### src/rtl/vga_fb_write_arbiter_if.sv
// Signal bundle between the pixel sources (processor stores, fill control) and the
// framebuffer write arbiter, including the framebuffer write port it drives.
interface vga_fb_write_arbiter_if #(
  parameter int ADDR_W = 19,
  parameter int DATA_W = 8
);
  logic              cpu_wren;
  logic [ADDR_W-1:0] cpu_addr;
  logic [DATA_W-1:0] cpu_data;
  logic              fill_start;
  logic [ADDR_W-1:0] fill_base;
  logic [ADDR_W-1:0] fill_len;
  logic [DATA_W-1:0] fill_color;
  logic              clear_overflow;
  logic              fill_busy;
  logic              fill_done;
  logic              cpu_overflow;
  logic              fb_wren;
  logic [ADDR_W-1:0] fb_addr;
  logic [DATA_W-1:0] fb_data;

  modport master (
    output cpu_wren, cpu_addr, cpu_data,
    output fill_start, fill_base, fill_len, fill_color, clear_overflow,
    input  fill_busy, fill_done, cpu_overflow,
    input  fb_wren, fb_addr, fb_data
  );

  modport slave (
    input  cpu_wren, cpu_addr, cpu_data,
    input  fill_start, fill_base, fill_len, fill_color, clear_overflow,
    output fill_busy, fill_done, cpu_overflow,
    output fb_wren, fb_addr, fb_data
  );
endinterface

### src/rtl/vga_fb_write_arbiter.sv
// Shares the framebuffer write port between buffered processor pixel stores and a
// run-length fill engine, using round-robin arbitration when both want the slot.
module vga_fb_write_arbiter #(
  parameter int FIFO_DEPTH = 4,
  parameter int ADDR_W     = 19,
  parameter int DATA_W     = 8,
  parameter int FB_PIXELS  = 307200
) (
  input  logic                  clock,
  input  logic                  reset,
  vga_fb_write_arbiter_if.slave bus
);
  localparam int PTR_W = $clog2(FIFO_DEPTH);
  localparam int ENT_W = ADDR_W + DATA_W;
  localparam logic [ADDR_W:0]   FB_LIMIT = (ADDR_W+1)'(FB_PIXELS);
  localparam logic [ADDR_W-1:0] ONE_A    = ADDR_W'(1);
  localparam logic [PTR_W:0]    ONE_P    = (PTR_W+1)'(1);

  typedef enum logic [0:0] {
    ST_IDLE = 1'b0,
    ST_RUN  = 1'b1
  } fill_state_e;

  logic              in_vld_q;
  logic [ADDR_W-1:0] in_addr_q;
  logic [DATA_W-1:0] in_data_q;

  logic [ENT_W-1:0]  fifo_mem_q [FIFO_DEPTH];
  logic [PTR_W:0]    wr_ptr_q, wr_ptr_d;
  logic [PTR_W:0]    rd_ptr_q, rd_ptr_d;
  logic              fifo_empty_s, fifo_full_s;
  logic              push_s, pop_s, drop_s;
  logic [ADDR_W-1:0] head_addr_s;
  logic [DATA_W-1:0] head_data_s;

  fill_state_e       state_q, state_d;
  logic [ADDR_W-1:0] base_q, base_d;
  logic [ADDR_W-1:0] len_q, len_d;
  logic [ADDR_W-1:0] cnt_q, cnt_d;
  logic [DATA_W-1:0] color_q, color_d;
  logic [ADDR_W:0]   fill_addr_s;
  logic              clip_s, done_s;

  logic              cpu_req_s, fill_req_s;
  logic              grant_cpu_s, grant_fill_s;
  logic              rr_fill_q, rr_fill_d;

  logic              fb_wren_q, fb_wren_d;
  logic [ADDR_W-1:0] fb_addr_q, fb_addr_d;
  logic [DATA_W-1:0] fb_data_q, fb_data_d;
  logic              fill_busy_q, fill_done_q;
  logic              ovf_q, ovf_d;

  assign fifo_empty_s = (wr_ptr_q == rd_ptr_q);
  assign fifo_full_s  = (wr_ptr_q[PTR_W] != rd_ptr_q[PTR_W]) &&
                        (wr_ptr_q[PTR_W-1:0] == rd_ptr_q[PTR_W-1:0]);
  assign {head_addr_s, head_data_s} = fifo_mem_q[rd_ptr_q[PTR_W-1:0]];

  // Sum is one bit wider than an address so a run near the end never wraps to 0.
  assign fill_addr_s = {1'b0, base_q} + {1'b0, cnt_q};
  assign clip_s      = (fill_addr_s >= FB_LIMIT);

  // Request collection and round-robin grant; the pointer only moves on contention.
  always_comb begin
    cpu_req_s    = ~fifo_empty_s;
    fill_req_s   = (state_q == ST_RUN) && !clip_s;
    grant_cpu_s  = cpu_req_s && (!fill_req_s || !rr_fill_q);
    grant_fill_s = fill_req_s && (!cpu_req_s || rr_fill_q);
    if (cpu_req_s && fill_req_s) begin
      rr_fill_d = ~rr_fill_q;
    end else begin
      rr_fill_d = rr_fill_q;
    end
  end

  // FIFO pointer update; a full FIFO still accepts when the head leaves this cycle.
  always_comb begin
    pop_s    = grant_cpu_s;
    push_s   = in_vld_q && (!fifo_full_s || pop_s);
    drop_s   = in_vld_q && fifo_full_s && !pop_s;
    wr_ptr_d = wr_ptr_q;
    rd_ptr_d = rd_ptr_q;
    if (push_s) begin
      wr_ptr_d = wr_ptr_q + ONE_P;
    end else begin
      wr_ptr_d = wr_ptr_q;
    end
    if (pop_s) begin
      rd_ptr_d = rd_ptr_q + ONE_P;
    end else begin
      rd_ptr_d = rd_ptr_q;
    end
  end

  // Fill engine next state.
  always_comb begin
    state_d = state_q;
    base_d  = base_q;
    len_d   = len_q;
    cnt_d   = cnt_q;
    color_d = color_q;
    done_s  = 1'b0;
    case (state_q)
      ST_IDLE: begin
        if (bus.fill_start && (bus.fill_len != {ADDR_W{1'b0}})) begin
          base_d  = bus.fill_base;
          len_d   = bus.fill_len;
          color_d = bus.fill_color;
          cnt_d   = {ADDR_W{1'b0}};
          state_d = ST_RUN;
        end else if (bus.fill_start) begin
          done_s = 1'b1;
        end else begin
          state_d = ST_IDLE;
        end
      end
      ST_RUN: begin
        if (clip_s) begin
          state_d = ST_IDLE;
          done_s  = 1'b1;
        end else if (grant_fill_s && (cnt_q == len_q - ONE_A)) begin
          state_d = ST_IDLE;
          done_s  = 1'b1;
        end else if (grant_fill_s) begin
          cnt_d = cnt_q + ONE_A;
        end else begin
          state_d = ST_RUN;
        end
      end
      default: begin
        state_d = ST_IDLE;
      end
    endcase
  end

  // Framebuffer port next values; address/data hold while idle, and out-of-range CPU slots are burnt silently.
  always_comb begin
    fb_wren_d = 1'b0;
    fb_addr_d = fb_addr_q;
    fb_data_d = fb_data_q;
    if (grant_fill_s) begin
      fb_wren_d = 1'b1;
      fb_addr_d = fill_addr_s[ADDR_W-1:0];
      fb_data_d = color_q;
    end else if (grant_cpu_s && ({1'b0, head_addr_s} < FB_LIMIT)) begin
      fb_wren_d = 1'b1;
      fb_addr_d = head_addr_s;
      fb_data_d = head_data_s;
    end else begin
      fb_wren_d = 1'b0;
    end
    if (drop_s) begin
      ovf_d = 1'b1;
    end else if (bus.clear_overflow) begin
      ovf_d = 1'b0;
    end else begin
      ovf_d = ovf_q;
    end
  end

  // FIFO storage; contents are only meaningful between the pointers, so no reset.
  always_ff @(posedge clock) begin
    if (push_s) begin
      fifo_mem_q[wr_ptr_q[PTR_W-1:0]] <= {in_addr_q, in_data_q};
    end
  end

  // Control and output registers; the input stage gives CPU writes their fixed latency.
  always_ff @(posedge clock) begin
    if (reset) begin
      in_vld_q    <= 1'b0;
      in_addr_q   <= {ADDR_W{1'b0}};
      in_data_q   <= {DATA_W{1'b0}};
      wr_ptr_q    <= {(PTR_W+1){1'b0}};
      rd_ptr_q    <= {(PTR_W+1){1'b0}};
      state_q     <= ST_IDLE;
      base_q      <= {ADDR_W{1'b0}};
      len_q       <= {ADDR_W{1'b0}};
      cnt_q       <= {ADDR_W{1'b0}};
      color_q     <= {DATA_W{1'b0}};
      rr_fill_q   <= 1'b0;
      fb_wren_q   <= 1'b0;
      fb_addr_q   <= {ADDR_W{1'b0}};
      fb_data_q   <= {DATA_W{1'b0}};
      fill_busy_q <= 1'b0;
      fill_done_q <= 1'b0;
      ovf_q       <= 1'b0;
    end else begin
      in_vld_q    <= bus.cpu_wren;
      in_addr_q   <= bus.cpu_addr;
      in_data_q   <= bus.cpu_data;
      wr_ptr_q    <= wr_ptr_d;
      rd_ptr_q    <= rd_ptr_d;
      state_q     <= state_d;
      base_q      <= base_d;
      len_q       <= len_d;
      cnt_q       <= cnt_d;
      color_q     <= color_d;
      rr_fill_q   <= rr_fill_d;
      fb_wren_q   <= fb_wren_d;
      fb_addr_q   <= fb_addr_d;
      fb_data_q   <= fb_data_d;
      fill_busy_q <= (state_d == ST_RUN);
      fill_done_q <= done_s;
      ovf_q       <= ovf_d;
    end
  end

  assign bus.fb_wren      = fb_wren_q;
  assign bus.fb_addr      = fb_addr_q;
  assign bus.fb_data      = fb_data_q;
  assign bus.fill_busy    = fill_busy_q;
  assign bus.fill_done    = fill_done_q;
  assign bus.cpu_overflow = ovf_q;
endmodule

### src/flat_wrapper.sv
// flat-port wrapper written by rule: the top's interface ports become plain ports
module vga_fb_write_arbiter_flat 
#(
  parameter int FIFO_DEPTH = 4,
  parameter int ADDR_W     = 19,
  parameter int DATA_W     = 8,
  parameter int FB_PIXELS  = 307200
)
  (clock, reset, bus_cpu_wren, bus_cpu_addr, bus_cpu_data, bus_fill_start, bus_fill_base, bus_fill_len, bus_fill_color, bus_clear_overflow, bus_fill_busy, bus_fill_done, bus_cpu_overflow, bus_fb_wren, bus_fb_addr, bus_fb_data);
  vga_fb_write_arbiter_if #(.ADDR_W(ADDR_W), .DATA_W(DATA_W)) bus_i ();
  input  logic clock;
  input  logic reset;
  input wire logic [$bits(bus_i.cpu_wren)-1:0] bus_cpu_wren;
  input wire logic [$bits(bus_i.cpu_addr)-1:0] bus_cpu_addr;
  input wire logic [$bits(bus_i.cpu_data)-1:0] bus_cpu_data;
  input wire logic [$bits(bus_i.fill_start)-1:0] bus_fill_start;
  input wire logic [$bits(bus_i.fill_base)-1:0] bus_fill_base;
  input wire logic [$bits(bus_i.fill_len)-1:0] bus_fill_len;
  input wire logic [$bits(bus_i.fill_color)-1:0] bus_fill_color;
  input wire logic [$bits(bus_i.clear_overflow)-1:0] bus_clear_overflow;
  output wire logic [$bits(bus_i.fill_busy)-1:0] bus_fill_busy;
  output wire logic [$bits(bus_i.fill_done)-1:0] bus_fill_done;
  output wire logic [$bits(bus_i.cpu_overflow)-1:0] bus_cpu_overflow;
  output wire logic [$bits(bus_i.fb_wren)-1:0] bus_fb_wren;
  output wire logic [$bits(bus_i.fb_addr)-1:0] bus_fb_addr;
  output wire logic [$bits(bus_i.fb_data)-1:0] bus_fb_data;
  assign bus_i.cpu_wren = bus_cpu_wren;
  assign bus_i.cpu_addr = bus_cpu_addr;
  assign bus_i.cpu_data = bus_cpu_data;
  assign bus_i.fill_start = bus_fill_start;
  assign bus_i.fill_base = bus_fill_base;
  assign bus_i.fill_len = bus_fill_len;
  assign bus_i.fill_color = bus_fill_color;
  assign bus_i.clear_overflow = bus_clear_overflow;
  assign bus_fill_busy = bus_i.fill_busy;
  assign bus_fill_done = bus_i.fill_done;
  assign bus_cpu_overflow = bus_i.cpu_overflow;
  assign bus_fb_wren = bus_i.fb_wren;
  assign bus_fb_addr = bus_i.fb_addr;
  assign bus_fb_data = bus_i.fb_data;
  vga_fb_write_arbiter #(.FIFO_DEPTH(FIFO_DEPTH), .ADDR_W(ADDR_W), .DATA_W(DATA_W), .FB_PIXELS(FB_PIXELS)) u_core (.clock(clock), .reset(reset), .bus(bus_i));
endmodule
### config.mk
export PLATFORM = sky130hd
export DESIGN_NAME = vga_fb_write_arbiter_flat
export DESIGN_NICKNAME = d
export VERILOG_FILES = /design/src/rtl/vga_fb_write_arbiter_if.sv /design/src/rtl/vga_fb_write_arbiter.sv /design/src/flat_wrapper.sv
export SDC_FILE = /design/constraint.sdc
export NUM_CORES = 1
export LEC_CHECK = 0
export CORE_ASPECT_RATIO = 0.75
export CORE_UTILIZATION = 57
export CTS_CLUSTER_SIZE = 10
export DETAILED_ROUTE_END_ITERATION = 7
export PLACE_DENSITY_LB_ADDON = 0.05
export REMOVE_ABC_BUFFERS = 1
export SLEW_MARGIN = 20
export SYNTH_ARGS = -nofsm -noshare
export SYNTH_HDL_FRONTEND = slang
export SYNTH_SLANG_ARGS = --single-unit
### constraint.sdc
create_clock -name clock -period 4.97 [get_ports clock]
set_input_delay 0.994 -clock clock [delete_from_list [all_inputs] [get_ports clock]]
set_output_delay 0.994 -clock clock [all_outputs]
set_load 0.005 [all_outputs]
; Yosys cells after proc, flatten, opt, wreduce, memory -nomap -nowiden
; Memories as Yosys holds them, arrays and structs flattened. A register that Yosys moved wholly into a read port is not among the register bits.
; Cells that the tools add are included.
[word_totals]
reg_bits = 131
ramBits = 108
input_bits = 78
out_inout_bits = 31
memories = 1
[op_classes]
addsub = 5
magnitude_cmp = 2
n_eq_ne = 8
muxes = 26
bitwise_logic = 3
reduce_logical = 24
[memory_table]
columns = memory, words, word_bits, read_ports, rd_clocked_by_memory_dff, wr, line_no
row1 = u_core.fifo_mem_q, 4, 27, 1, 1, 1, vga_fb_write_arbiter.sv:28  ; logic [ENT_W-1:0] fifo_mem_q [FIFO_DEPTH];
[op_table]
columns = op, count
row1 = $mux W19, 6
row2 = $pmux W19 S2, 1
row3 = $add A19 B19 Y20, 1
row4 = $ge A20 B19 Y1 const B, 1
row5 = $add A19 B1 Y19 const B, 1
row6 = $eq A19 B19 Y1, 1
row7 = $lt A19 B19 Y1 const B, 1
row8 = $reduce_bool A19 Y1, 1
row9 = $sub A19 B1 Y19 const B, 1
row10 = $mux W8, 2
row11 = $mux W1, 13
row12 = $logic_and A1 B1 Y1, 11
row13 = $add A3 B1 Y3 const B, 2
row14 = $logic_not A1 Y1, 5
row15 = $mux W2, 2
row16 = $ne A2 B1 Y1 const B, 2
row17 = $ne A2 B2 Y1 const B, 2
row18 = $pmux W1 S2, 2
row19 = $reduce_and A4 Y1, 1
row20 = $reduce_bool A2 Y1, 2
row21 = $eq A3 B3 Y1, 1
row22 = $logic_or A1 B1 Y1, 3
row23 = $not A1 Y1, 3
row24 = $eq A2 B2 Y1, 1
row25 = other kinds (2), 2

; Logic depth before layout (Yosys ltp)
[depth]
ltp_word = 11
depth_mapped = 14
depth_no_buf = 13

; Least setup slack after synthesis
; OpenSTA, ideal clock, no wires.
[synth_timing]
kind = register -> register
startpoint = reg u_core.cnt_q[0]
endpoint = mem u_core.fifo_mem_q[3][0] (netlist bit) (enable)
t_arrival_ps = 3975
t_required_ps = 4559
setup_slack_ps = 584
stages_incl_launch_ff = 14
path_buffers = 1
synth_period_minus_slack_ps = 4386
cell_sequence = dfxtp_1 > ha_1 > inv_1 > fa_1 > nand2b_1 > a21o_1 > a211oi_1 > nor2_1 > xor2_1 > a211oi_2 > o22a_2 > buf_2 > o21ai_1 > nor2_1
[synth_between]
elab_chain_cells = 11
[synth_lines]
columns = element, line_no
row1 = from (decl), vga_fb_write_arbiter.sv:39  ; logic [ADDR_W-1:0] cnt_q, cnt_d;
row2 = from (signal assigned), vga_fb_write_arbiter.sv:179  ; cnt_q <= {ADDR_W{1'b0}};
row3 = from (signal assigned), vga_fb_write_arbiter.sv:197  ; cnt_q <= cnt_d;
row4 = $add A19 B19 Y20, vga_fb_write_arbiter.sv:60  ; assign fill_addr_s = {1'b0, base_q} + {1'b0, cnt_q};
row5 = $ge A20 B19 Y1, vga_fb_write_arbiter.sv:61  ; assign clip_s = (fill_addr_s >= FB_LIMIT);
row6 = $logic_not A1 Y1, vga_fb_write_arbiter.sv:66  ; fill_req_s = (state_q == ST_RUN) && !clip_s;
row7 = $logic_and A1 B1 Y1, vga_fb_write_arbiter.sv:66
row8 = $logic_not A1 Y1, vga_fb_write_arbiter.sv:67  ; grant_cpu_s = cpu_req_s && (!fill_req_s || !rr_fill_q);
row9 = $logic_or A1 B1 Y1, vga_fb_write_arbiter.sv:67
row10 = $logic_and A1 B1 Y1, vga_fb_write_arbiter.sv:67
row11 = $logic_or A1 B1 Y1, vga_fb_write_arbiter.sv:79  ; push_s = in_vld_q && (!fifo_full_s || pop_s);
row12 = $logic_and A1 B1 Y1, vga_fb_write_arbiter.sv:79
row13 = $mux W1, vga_fb_write_arbiter.sv:163  ; if (push_s) begin
row14 = $mux W1 (not written as such), vga_fb_write_arbiter.sv:164  ; fifo_mem_q[wr_ptr_q[PTR_W-1:0]] <= {in_addr_q, in_data_q};
row15 = to (decl), vga_fb_write_arbiter.sv:28
; No other way between the ends.

; Worst setup path after layout
[layout_timing]
startpoint = reg u_core.cnt_q[0]
endpoint = reg u_core.fb_addr_q[7] (netlist: u_core.bus.fb_addr[7])
[layout_between]
elab_chain_cells = 9
word_cells_on_any_way = 11
classes_between = add/sub: 1 / order compare: 1 / mux: 1 / reduce/logical: 8
[layout_lines]
columns = element, line_no
row1 = $add A19 B19 Y20 *, vga_fb_write_arbiter.sv:60
row2 = $ge A20 B19 Y1, vga_fb_write_arbiter.sv:61
row3 = $logic_not A1 Y1, vga_fb_write_arbiter.sv:66
row4 = $logic_and A1 B1 Y1, vga_fb_write_arbiter.sv:66
row5 = $logic_not A1 Y1, vga_fb_write_arbiter.sv:67
row6 = $logic_or A1 B1 Y1, vga_fb_write_arbiter.sv:67
row7 = $logic_and A1 B1 Y1, vga_fb_write_arbiter.sv:67
row8 = $logic_and A1 B1 Y1, vga_fb_write_arbiter.sv:145  ; end else if (grant_cpu_s && ({1'b0, head_addr_s} < FB_LIMIT)) begin
row9 = $reduce_bool A2 Y1 (no source line), -
row10 = to (signal assigned), vga_fb_write_arbiter.sv:183  ; fb_addr_q <= {ADDR_W{1'b0}};
row11 = to (signal assigned), vga_fb_write_arbiter.sv:201  ; fb_addr_q <= fb_addr_d;
row12 = to (decl), vga_fb_write_arbiter.sv:49  ; logic [ADDR_W-1:0] fb_addr_q, fb_addr_d;
; Mark *: on every way between the ends. The rest lies on a longest branch, timed or not.
; A chain may end at the register's enable or synchronous reset.

==> flow_summary.json <==
{
  "status": "complete, no violations",
  "end_kind": "flop",
  "htree_levels": 1,
  "place_area_um2": 12110,
  "tightest_slew_ps": 897.4,
  "clk_pin_slew_worst_paths_ps": 60,
  "synth_ff_type": "dfxtp_1",
  "path_max_fanout": 22,
  "cp-start-kind": "flop",
  "synth_largest_area_cell": "edfxtp_1",
  "initial_core_util_pct": 58.37,
  "clkSinkCount": 241,
  "rsz0062_at_grt": "false",
  "ios": 109,
  "area_delta_synth_final_pct": 19.63,
  "hold_slack_ps": 461.6,
  "vias": 7922,
  "cts_hold_buf": 0,
  "irDropWorstVdd_mv": 0.4198,
  "wire_per_inst_um": 19.76,
  "synth_area_um2": 10800,
  "setup_viol": 0,
  "portBuffers": 108,
  "fmax_ghz": 0.2280,
  "fin_crit_ps": 4386,
  "fp.dieH_um": 121.2,
  "cp.required_ps": 5390,
  "p_leak_nw": 4.639,
  "ant_nets": 0,
  "synth-seq-area-share_pct": 54.67,
  "yosysUniqueCellTypes": 72,
  "root_buffer": "clkbuf_16",
  "dieWidth_um": 161.0,
  "async_flop_share_pct": 0,
  "finalCritPeriodShare_pct": 88.26,
  "drc_errors": 0,
  "fin_area_um2": 12920,
  "cts_tree": "done",
  "post_cts_buffers": 0,
  "insertion_delay_ps": 530,
  "viasPerCell": 5.952,
  "path_class": "reg2reg",
  "post-route-util_pct": 69.83,
  "drt_iter0_markers": 838,
  "ctsResizeCount": 0,
  "avgSynthCellArea_um2": 11.21,
  "synth_top_area_share_pct": 30.02,
  "cts_made_buffers": 28,
  "synth_edf_count": 108,
  "drive_above_1_share_pct": 9.686,
  "first_pass_iters": 5,
  "grt_pass1_wl_mm": 41.51,
  "cts.path.max_buffers": 3,
  "ys_seq_elements": 241,
  "synth_area_leaders": "edfxtp_1 30%, dfxtp_1 25%, mux4_2 5.6%",
  "synth_cells": 964,
  "worstHoldPathType": "reg2reg",
  "fp.dieArea_um2": 19510,
  "antenna-diode-count": 0,
  "grt_max_degree": 80,
  "drv_cap": 0,
  "grt_pass1_vias": 7429,
  "rows": 43,
  "place.gp.congestion": 0.8793,
  "grt_use_total_pct": 27.73,
  "fin_setup_tns_ps": 0,
  "drt-total-wl_mm": 26.29,
  "powerDensity_nw_per_um2": 433.9,
  "overflow": 0,
  "slew_viol_final": 0,
  "final_nets": 1171,
  "yosysWarnings": 0,
  "skew_ps": 13.14,
  "most-common-layout-cells": "132 x dfxtp_1, 126 x nand2_1, 108 x edfxtp_1, 107 x clkdlybuf4s50_1, 87 x a21oi_1",
  "dp_hpwl_mm": 18.44,
  "num-fill-cells": 1400,
  "antenna_found_initial": 0,
  "arrival_ps": 4810,
  "finalHoldViolations": 0,
  "core-area_um2": 18510,
  "slew_headroom_pct": 40.17,
  "mostFrequentLayoutCell": "dfxtp_1"
}
## sequential cells by signal, summed over array words and instances (netlist names), 8 cells and up, named ones only
register and count:
u_core.base_q 19, u_core.bus.fb_addr 19, u_core.bus.fb_data 8, u_core.cnt_q 19
u_core.color_q 8, u_core.fifo_mem_q 108, u_core.in_addr_q 19, u_core.in_data_q 8
u_core.len_q 19
## Yosys cell counts, drive strengths merged (2+ instances only)
cell type and count:
and2 9, a221oi 4, mux4 27, a31o 3
or4 10, nor2 53, o211ai 10, a31oi 3
a21boi 2, mux2i 29, nor3b 3, xor2 24
a21o 8, and4 4, nor4b 3, inv 16
o31ai 9, ha 26, nand3 15, a211o 3
o21ai 24, nand4 14, clkbuf 37, nor2b 33
xnor2 17, nor4 9, nand2 127, edfxtp 108
a211oi 24, and4b 2, o21ba 2, buf 15
nor3 15, and3 7, mux2 6, a21oi 91
nand3b 2, dfxtp 133, o21a 3, nand2b 8
or3 11
## metal layers
layer	GRT usage, %	part of all wire, %	up-vias
met5	0	0	-
met4	6.073	1.4	0
met3	4.785	8.2	29
met2	39.60	42	306
met1	43.75	48	3829
li1	-	-	3758
## where the power goes
group | total, W | switching, W | internal (W)
logic | 0.00134 | 0.000646 | 0.000690
clock network | 0.00184 | 0.000750 | 0.00109
registers | 0.00243 | 0.000186 | 0.00225
total | 0.00561 | 0.00158 | 0.00403
## critical path, cell delays in order, from the launching register on
cell,delay [ps]
dfxtp_1,460
ha_1,210
inv_1,50
fa_1,390
nand2b_1,180
a21o_1,220
a211oi_1,550
nor2_1,130
xor2_1,190
a211oi_2,300
o22a_2,410
nand2b_2,540
buf_4,320
nor2_1,80
a211oi_1,240
## final timing paths
| path | startpoint | end | slack [ps] | depth (start not counted) |
|---|---|---|---|---|
| hold / removal | u_core.base_q[18] | u_core.base_q[18] | 460 | 2 |
| setup reg to reg | u_core.cnt_q[0] | u_core.bus.fb_addr[7] | 580 | 14 |
| hold reg to reg | u_core.base_q[18] | u_core.base_q[18] | 460 | 2 |
| setup / recovery | u_core.cnt_q[0] | u_core.bus.fb_addr[7] | 580 | 14 |
## per-stage QoR
stage | instances | power, W | setup WS [ps]
final | 1331 | 0.005608 | 583.7
after global routing | 1331 | 0.005855 | 365.9
after CTS | 1331 | 0.005642 | 642.6
after detailed placement | 1283 | 0.003799 | 661.9
after global placement | 1283 | 0.003773 | 899.7
after floorplan | 912 | 0.003225 | -89.42
## cell type report
cell class	instances	area, um^2	share of cell area (%)
Sequential cell	241	5907	45.71
Multi-Input combinational cell	655	4637	35.88
Tap cell	247	309.0	2.391
Inverter	16	60.06	0.4647
Clock buffer	47	803.3	6.216
Clock inverter	1	8.758	0.06777
Timing Repair Buffer	124	1199	9.275
## kinds of logic (layout without fill, tap and decap cells)
kind of cell    after synthesis  after routing  synth area share (%)
simple gates                328            328                 15.18
flops                       241            241                 54.67
compound gates              197            197                 12.02
buf+inv                      68            188                 2.664
mux                          62             62                 8.941
xor+xnor                     41             41                 3.324
fa+ha+maj                    27             27                 3.197
Power figures use the tool's default switching activity.
